## src/rtl/hazard_ctrl_pkg.sv

```systemverilog
// -----------------------------------------------------------------------------
// hazard_ctrl_pkg
//   Shared definitions for the pipeline sequencing controller: register
//   address width, forwarding-select encodings, controller FSM states and a
//   helper that decides whether a producer register feeds a consumer register.
// -----------------------------------------------------------------------------
package hazard_ctrl_pkg;

    localparam int unsigned REG_ADDR_W = 5;

    typedef logic [REG_ADDR_W-1:0] reg_addr_t;
    typedef logic [1:0]            fwd_t;

    localparam fwd_t FWD_REG = 2'b00;
    localparam fwd_t FWD_WB  = 2'b01;
    localparam fwd_t FWD_MEM = 2'b10;

    typedef enum logic {
        ST_RUN     = 1'b0,
        ST_MC_WAIT = 1'b1
    } state_t;

    // x0 is hard-wired to zero, so it never carries a dependency.
    function automatic logic reg_hit(input reg_addr_t rd, input reg_addr_t rs);
        return (rd != '0) && (rd == rs);
    endfunction

endpackage

```

## src/rtl/hazard_ctrl_fwd_sel.sv

```systemverilog
// -----------------------------------------------------------------------------
// hazard_ctrl_fwd_sel
//   Combinational forwarding select for one exec-stage ALU operand.
//   Ports:
//     rs_exec       in  source register of the operand in exec
//     rd_mem        in  destination register in mem stage
//     reg_write_mem in  mem-stage instruction writes rd_mem
//     rd_wb         in  destination register in writeback
//     reg_write_wb  in  wb-stage instruction writes rd_wb
//     sel           out FWD_MEM / FWD_WB / FWD_REG
// -----------------------------------------------------------------------------
module hazard_ctrl_fwd_sel
    import hazard_ctrl_pkg::*;
(
    input  logic [REG_ADDR_W-1:0] rs_exec,
    input  logic [REG_ADDR_W-1:0] rd_mem,
    input  logic                  reg_write_mem,
    input  logic [REG_ADDR_W-1:0] rd_wb,
    input  logic                  reg_write_wb,
    output logic [1:0]            sel
);

    // The mem-stage result is younger than the wb-stage one, so it wins.
    always_comb begin
        sel = FWD_REG;
        if (reg_write_mem && reg_hit(rd_mem, rs_exec)) begin
            sel = FWD_MEM;
        end else if (reg_write_wb && reg_hit(rd_wb, rs_exec)) begin
            sel = FWD_WB;
        end
    end

endmodule

```

## src/rtl/hazard_ctrl.sv

```systemverilog
// -----------------------------------------------------------------------------
// hazard_ctrl
//   Pipeline sequencing controller for the 5-stage core. Generates stall and
//   flush controls for the fetch->decode and decode->exec registers, the
//   exec-stage forwarding selects, sequences multi-cycle exec operations
//   through a wait state with timeout, and counts stalled cycles.
//   Ports:
//     clk, reset                 clock; asynchronous active-low reset
//     rs1/rs2_decode             sources of the instruction in decode
//     rs1/rs2_exec, rd_exec      sources / destination of the instruction in exec
//     is_load_exec               exec instruction is a load
//     rd_mem, reg_write_mem      mem-stage writer
//     rd_wb, reg_write_wb        wb-stage writer
//     pc_src_exec                taken branch/jump resolved in exec
//     mc_start_exec, mc_done     multi-cycle op start pulse / result valid
//     stall_fetch/decode/exec    hold controls
//     flush_decode/exec          clear controls
//     fwd_a_exec, fwd_b_exec     ALU operand forwarding selects
//     mc_error                   sticky multi-cycle timeout flag
//     stall_cycles               saturating count of stall_fetch cycles
// -----------------------------------------------------------------------------
module hazard_ctrl
    import hazard_ctrl_pkg::*;
#(
    parameter int unsigned MC_TIMEOUT = 64,
    parameter int unsigned CNT_W      = 32
) (
    input  logic                  clk,
    input  logic                  reset,
    input  logic [REG_ADDR_W-1:0] rs1_decode,
    input  logic [REG_ADDR_W-1:0] rs2_decode,
    input  logic [REG_ADDR_W-1:0] rs1_exec,
    input  logic [REG_ADDR_W-1:0] rs2_exec,
    input  logic [REG_ADDR_W-1:0] rd_exec,
    input  logic                  is_load_exec,
    input  logic [REG_ADDR_W-1:0] rd_mem,
    input  logic                  reg_write_mem,
    input  logic [REG_ADDR_W-1:0] rd_wb,
    input  logic                  reg_write_wb,
    input  logic                  pc_src_exec,
    input  logic                  mc_start_exec,
    input  logic                  mc_done,
    output logic                  stall_fetch,
    output logic                  stall_decode,
    output logic                  stall_exec,
    output logic                  flush_decode,
    output logic                  flush_exec,
    output logic [1:0]            fwd_a_exec,
    output logic [1:0]            fwd_b_exec,
    output logic                  mc_error,
    output logic [CNT_W-1:0]      stall_cycles
);

    localparam int unsigned TIMER_W = (MC_TIMEOUT > 2) ? $clog2(MC_TIMEOUT) : 1;
    localparam logic [TIMER_W-1:0] TIMER_LAST = TIMER_W'(MC_TIMEOUT - 1);

    state_t             state;
    logic [TIMER_W-1:0] timer;
    logic               load_use;
    logic               mc_timeout;
    logic [1:0]         fwd_a_raw;
    logic [1:0]         fwd_b_raw;

    hazard_ctrl_fwd_sel u_fwd_a (
        .rs_exec       (rs1_exec),
        .rd_mem        (rd_mem),
        .reg_write_mem (reg_write_mem),
        .rd_wb         (rd_wb),
        .reg_write_wb  (reg_write_wb),
        .sel           (fwd_a_raw)
    );

    hazard_ctrl_fwd_sel u_fwd_b (
        .rs_exec       (rs2_exec),
        .rd_mem        (rd_mem),
        .reg_write_mem (reg_write_mem),
        .rd_wb         (rd_wb),
        .reg_write_wb  (reg_write_wb),
        .sel           (fwd_b_raw)
    );

    // Forwarding is independent of the FSM; only reset masks it.
    assign fwd_a_exec = reset ? fwd_a_raw : FWD_REG;
    assign fwd_b_exec = reset ? fwd_b_raw : FWD_REG;

    always_comb begin
        load_use   = is_load_exec &&
                     (reg_hit(rd_exec, rs1_decode) || reg_hit(rd_exec, rs2_decode));
        mc_timeout = (state == ST_MC_WAIT) && (timer == TIMER_LAST) && !mc_done;
    end

    // Controls are combinational so a hazard or mc_done acts in the cycle it
    // is seen; reset low forces them all inactive.
    always_comb begin
        stall_fetch  = 1'b0;
        stall_decode = 1'b0;
        stall_exec   = 1'b0;
        flush_decode = 1'b0;
        flush_exec   = 1'b0;
        if (reset) begin
            unique case (state)
                ST_RUN: begin
                    // A taken branch makes the decode instruction wrong-path,
                    // so its load-use hazard is irrelevant.
                    if (pc_src_exec) begin
                        flush_decode = 1'b1;
                        flush_exec   = 1'b1;
                    end else if (load_use) begin
                        stall_fetch  = 1'b1;
                        stall_decode = 1'b1;
                        flush_exec   = 1'b1;
                    end
                end
                ST_MC_WAIT: begin
                    if (!mc_done) begin
                        stall_fetch  = 1'b1;
                        stall_decode = 1'b1;
                        stall_exec   = 1'b1;
                        flush_exec   = mc_timeout;
                    end
                end
            endcase
        end
    end

    always_ff @(posedge clk or negedge reset) begin
        if (!reset) begin
            state        <= ST_RUN;
            timer        <= '0;
            mc_error     <= 1'b0;
            stall_cycles <= '0;
        end else begin
            if (stall_fetch && (stall_cycles != '1)) begin
                stall_cycles <= stall_cycles + CNT_W'(1);
            end
            unique case (state)
                ST_RUN: begin
                    if (mc_start_exec && !mc_done && !pc_src_exec) begin
                        state <= ST_MC_WAIT;
                        timer <= '0;
                    end
                end
                ST_MC_WAIT: begin
                    if (mc_done) begin
                        state <= ST_RUN;
                    end else if (mc_timeout) begin
                        state    <= ST_RUN;
                        mc_error <= 1'b1;
                    end else begin
                        timer <= timer + TIMER_W'(1);
                    end
                end
            endcase
        end
    end

endmodule

```

## config.mk

```make
export PLATFORM = sky130hd
export DESIGN_NAME = hazard_ctrl
export DESIGN_NICKNAME = d
export VERILOG_FILES = /design/src/rtl/hazard_ctrl_pkg.sv /design/src/rtl/hazard_ctrl_fwd_sel.sv /design/src/rtl/hazard_ctrl.sv
export SDC_FILE = /design/constraint.sdc
export NUM_CORES = 1
export LEC_CHECK = 0
export ABC_AREA = 1
export BUFFER_PORTS_ARGS = -buffer_cell sky130_fd_sc_hd__buf_2
export CORE_AREA = 2 2 119 121
export CTS_CLUSTER_SIZE = 28
export DETAILED_ROUTE_END_ITERATION = 12
export DIE_AREA = 0 0 121 123
export PLACE_DENSITY = 0.45
export SLEW_MARGIN = 10
export SYNTH_ARGS = -nofsm -noshare
export SYNTH_HDL_FRONTEND = slang
export SYNTH_SLANG_ARGS = --single-unit
```

## constraint.sdc

```tcl
create_clock -name clk -period 2.66 [get_ports clk]
set_input_delay 0.532 -clock clk [delete_from_list [all_inputs] [get_ports clk]]
set_output_delay 0.532 -clock clk [all_outputs]
set_load 0.02 [all_outputs]
```

== Yosys cells after proc, flatten, opt, wreduce, memory -nomap -nowiden ==
Cells that the tools add are included.

* Output and inout bits: 42
* Input port bits: 43
* Flip-flop bits (word level): 40
* Logic and storage cells: 71

* Equal/unequal tests: 11
* Add/subtract/negate cells: 2
* Muxes and demuxes: 28
* Bitwise gates (word level): 2
* Reduce and logical (&&, ||, !) cells: 24

{| class="wikitable"
|+ Operator list
! kind !! number
|-
| $add A32 B1 Y32 const B || 1
|-
| $ne A32 B32 Y1 const B || 1
|-
| $eq A5 B5 Y1 || 6
|-
| $mux W6 || 3
|-
| $mux W1 || 17
|-
| $logic_and A1 B1 Y1 || 16
|-
| $reduce_bool A5 Y1 || 3
|-
| $pmux W6 S2 || 1
|-
| $mux W2 || 4
|-
| $add A6 B1 Y6 const B || 1
|-
| $eq A6 B6 Y1 const B || 1
|-
| $ne A2 B2 Y1 const B || 3
|-
| $pmux W1 S2 || 3
|-
| $reduce_and A3 Y1 || 2
|-
| $logic_not A1 Y1 || 2
|-
| $not A1 Y1 || 2
|-
| $logic_or A1 B1 Y1 || 1
|}

== Longest topological paths before layout ==
* Depth in word-level cells: 9
* Mapped depth: 12
* Mapped depth without buffers: 11

== By module ==
Synthesis repeated with hierarchy kept, for this count alone.

* Cells, all modules: 567
* Area, all modules: 3,373.2 um2

{| class="wikitable"
|+ Modules (own cells, without submodules)
! module !! sequential area each (um2) !! cells an instance !! area each (um2) !! times used
|-
| hazard_ctrl || 1,001.0 || 459 || 2,945.3 || 1
|-
| hazard_ctrl_fwd_sel || 0.0 || 54 || 214.0 || 2
|}

== Least setup slack after synthesis ==
OpenSTA, ideal clock, no wires.

* Kind: input to output
* Start: input reset
* End: output stall_fetch
* Path buffers: 2
* Stages: 5
* Arrival time: 1.966 ns
* Slack: 0.162 ns
* Cell sequence: inv_1 a21oi_1 buf_2 a21boi_0 buf_4

* Cells in the longest elaborated chain, start to end: 1

{| class="wikitable"
|+ Ends and longest elaborated chain
! what !! RTL line !! RTL
|-
| start: declaration || hazard_ctrl.sv:29 || <nowiki>input logic reset,</nowiki>
|-
| $mux W1 || n/a ||
|-
| end: declaration || hazard_ctrl.sv:43 || <nowiki>output logic stall_fetch,</nowiki>
|}

Every way passes these cells.

== Final worst setup path ==
* Start: input rd_exec[0]
* End: output stall_decode

* Cells in the longest elaborated chain, start to end: 8
* Elaborated cells between the ends (all ways): 11

{| class="wikitable"
|+ Ends and longest elaborated chain
! what !! RTL line !! RTL
|-
| start: declaration || hazard_ctrl.sv:34 || <nowiki>input logic [REG_ADDR_W-1:0] rd_exec,</nowiki>
|-
| $eq A5 B5 Y1 or $reduce_bool A5 Y1 (tied branches) || hazard_ctrl_pkg.sv:25 || <nowiki>return (rd != '0) && (rd == rs);</nowiki>
|-
| $logic_and A1 B1 Y1 || hazard_ctrl_pkg.sv:25 ||
|-
| $logic_or A1 B1 Y1 (*) || hazard_ctrl.sv:88 || <nowiki>(reg_hit(rd_exec, rs1_decode) || reg_hit(rd_exec, rs2_decode));</nowiki>
|-
| $logic_and A1 B1 Y1 (*) || hazard_ctrl.sv:87 || <nowiki>load_use = is_load_exec &&</nowiki>
|-
| $mux W1 (*) || hazard_ctrl.sv:108 || <nowiki>end else if (load_use) begin</nowiki>
|-
| $mux W1 (*) || hazard_ctrl.sv:105 || <nowiki>if (pc_src_exec) begin</nowiki>
|-
| $pmux W1 S2 (*) || hazard_ctrl.sv:101 || <nowiki>unique case (state)</nowiki>
|-
| $mux W1 (*) || hazard_ctrl.sv:100 || <nowiki>if (reset) begin</nowiki>
|-
| end: declaration || hazard_ctrl.sv:44 || <nowiki>output logic stall_decode,</nowiki>
|}

Mark *: on every way between the ends. The rest lies on a longest branch, timed or not.

==> out/metrics.cfg <==
[status]
outcome = completed

[layout]
fill_cells = 1534
post-route-util_pct = 29.5
instances_no_fill = 762
areaGrowthSynthToFinish_pct = 24.2
ff_latch_area_mm2 = 0.00100
drive_gt1_share_pct = 19.6
fin_area_mm2 = 0.00401
antenna_cells = 0
multi_input_area_mm2 = 0.00186
nets = 627

[synthesis]
yosys.area.top_type_share_pct = 31.0
yosysTopAreaCell = dfrtp_1
synthMuxAreaShare_pct = 0
synth_area_mm2 = 0.00323
yosys.area_share.adder_pct = 0.775
synth.area.top_cells = dfrtp_1 (31%), nand2_1 (18%), inv_1 (8.4%)
synth_xor_area_share_pct = 6.24
synth.distinct_cells = 40
ys_ff_latch = 40
synthCells = 500
ys_seq_area_share_pct = 31.0
synth_top_family_by_area = simple AND/OR/NAND/NOR gates
syn_nets = 545
ys.flop_type = dfrtp_1
synth_compound_gate_area_share_pct = 5.43
synth-edff-count = 0
synthArstFlopShare_pct = 100
ys_warn_count = 0
synthSimpleGateAreaFrac_pct = 44.8
avgSynthCellArea_um2 = 6.46

[floorplan]
dieHeight_um = 123
dieArea_mm2 = 0.0149
rows = 43
start_util_pct = 23.7
core_area_mm2 = 0.0136
die_x_um = 121
top_level_ports = 85

[cts]
cts_made_buffers = 5
clk_pin_slew_ns = 0.06
postCtsSetupRepairBufs = 0
cts_resized = 0
cts_tree = done
ctsHoldBuffers = 0
root_buffer = clkbuf_16
cts.htree.levels = 2
clk_latency_ns = 0.28
clockBufferDepth = 2
clkSinkCount = 40

[power_and_ir_drop]
power_density_mw_per_mm2 = 466
leakage_nw = 2.09
vdd_drop_max_v = 0.000219

[timing]
finalSetupViolCount = 0
fmax_mhz = 451
slew_violations = 0
finClkSkew_ns = 0.00505
finalCriticalPeriod_ns = 2.22
fin_setup_tns_ns = 0
worst_slew_pin_slew_ns = 0.534
rsz0062_at_grt = false
max-slew-margin-rel_pct = 64.4
hold-worst-slack_ns = 0.383
hold_viol_final = 0
finalCritPeriodShare_pct = 83.4

[global_route]
grt_max_degree = 41
grt_pass1_vias = 3155
grt.overflow.total = 0
grt.total_usage_pct = 12.8
antenna_found_initial = 0
grt_pass1_wl_mm = 15.7

[route]
wl_mm = 9.48
drc = 0
viasPerCell = 4.42
drt_iter0_markers = 184
vias = 3371
wl_per_cell_um = 12.4
ant_nets = 0
dr.pass1.iters = 5

[placed_design]
placed_area_mm2 = 0.00382
dpl.hpwl_mm = 7.42
portBuffers = 84
placed_cells = 755
place_congestion = 0.805

[critical_path]
worstPathArrival_ns = 1.69
crit_fanout = 3
cpMaxStageDelayCell = a21boi_0
start_kind = input port
worstSetupPathType = input port to output port
cp_cell_sequence = buf_2, inv_1, nand2_1, nand2_1, nor2_1, nand3_1, nand2_1, nand3_1, a21boi_0, buf_2
cpMostUsedCell = nand2_1
crit_path_max_incr_delay_ns = 0.26
endpoint_kind = output port
required_ns = 2.13

[min_path]
hold_path_class = input port to asynchronous set/reset pin

[flow_run]
cap_violations = 0

[registers in the layout, summed over array words and instances, names as in the netlist]
register / flops
stall_cycles: 32
mc_error: 1
state: 1
timer: 6
[per-layer routing]
| layer | GRT usage [%] | up-vias | part of all wire [%] |
|---|---|---|---|
| li1 | - | 1770 | - |
| met1 | 17.2 | 1554 | 48 |
| met2 | 21.8 | 43 | 49 |
| met3 | 2.12 | 4 | 2.8 |
| met4 | 2.76 | 0 | 0.69 |
| met5 | 0 | - | 0 |
[cells in the mapped netlist, drive strengths merged, types with 3 or more instances]
cell,count
inv,74
nor4,3
xor2,14
nor2,73
nand3b,5
dfrtp,40
nand3,38
nand2,160
nor3,5
a21oi,5
nand4,36
a211oi,3
buf,12
o22ai,3
xnor2,9
[worst max-delay path, delay by kind of cell]
kind / cells / cell delay (ns)
compound gates: 1 / 0.26
simple gates: 6 / 0.48
buf+inv: 3 / 0.40
[power by group]
part | leakage, nW | switching [mW] | internal [mW]
registers | 0.550 | 0.0580 | 0.659
logic | 1.45 | 0.231 | 0.137
clock network | 0.0899 | 0.249 | 0.533
total | 2.09 | 0.538 | 1.33
[kinds of logic after synthesis]
logic type	count (synthesis)
xor gates and xnor gates	23
AOI/OAI and AO/OA	25
adders and majority gates	2
DFF	40
and+or+nand+nor	321
buffers and inverters	89
[cell type report]
type | instances | share of cell area [%]
Multi-Input combinational cell | 371 | 46.4
Sequential cell | 40 | 25.0
Timing Repair Buffer | 89 | 11.4
Inverter | 75 | 7.02
Tap cell | 180 | 5.62
Clock buffer | 5 | 3.12
Clock inverter | 2 | 1.50
[cell usage in the layout, fill, tap and decap left out, types with 2 or more instances in the layout]
cell / synthesis / routed
nand3_2: 2 / 2
nand3b_1: 4 / 4
nor2_1: 69 / 69
o22ai_1: 3 / 3
inv_2: 2 / 2
nand4_1: 36 / 36
nand3_1: 35 / 35
nor3_1: 4 / 4
clkbuf_16: 0 / 5
a21oi_1: 5 / 4
xor2_1: 14 / 14
a211oi_1: 3 / 3
ha_1: 2 / 2
nor4_1: 3 / 3
o211a_1: 2 / 2
xnor2_1: 9 / 9
buf_4: 2 / 5
nor2_4: 3 / 3
bufinv_16: 0 / 2
dfrtp_1: 40 / 40
inv_1: 72 / 72
nand2_1: 155 / 155
buf_2: 6 / 84
nand2_2: 5 / 5
o21ai_0: 2 / 2
o211ai_1: 2 / 2
[through the flow]
stage | setup WS, ns | total power [mW]
after global placement | 0.511 | 1.09
after detailed placement | 0.422 | 1.10
final | 0.441 | 1.87
after global routing | 0.300 | 1.98
after floorplan | 0.162 | 0.959
after CTS | 0.422 | 1.90
[worst paths after layout]
kind / cells after the start / slack (ns) / from / to
max: 10 / 0.44 / rd_exec[0] / stall_decode
min: 2 / 0.38 / reset / stall_cycles[30]
max reg2reg: 9 / 0.64 / stall_cycles[1] / stall_cycles[6]
min reg2reg: 1 / 0.51 / mc_error / mc_error
max in group asynchronous: 2 / 1.91 / reset / stall_cycles[9]
min in group clk: 1 / 0.51 / mc_error / mc_error
Note: power is estimated with default switching activity, not from simulation.
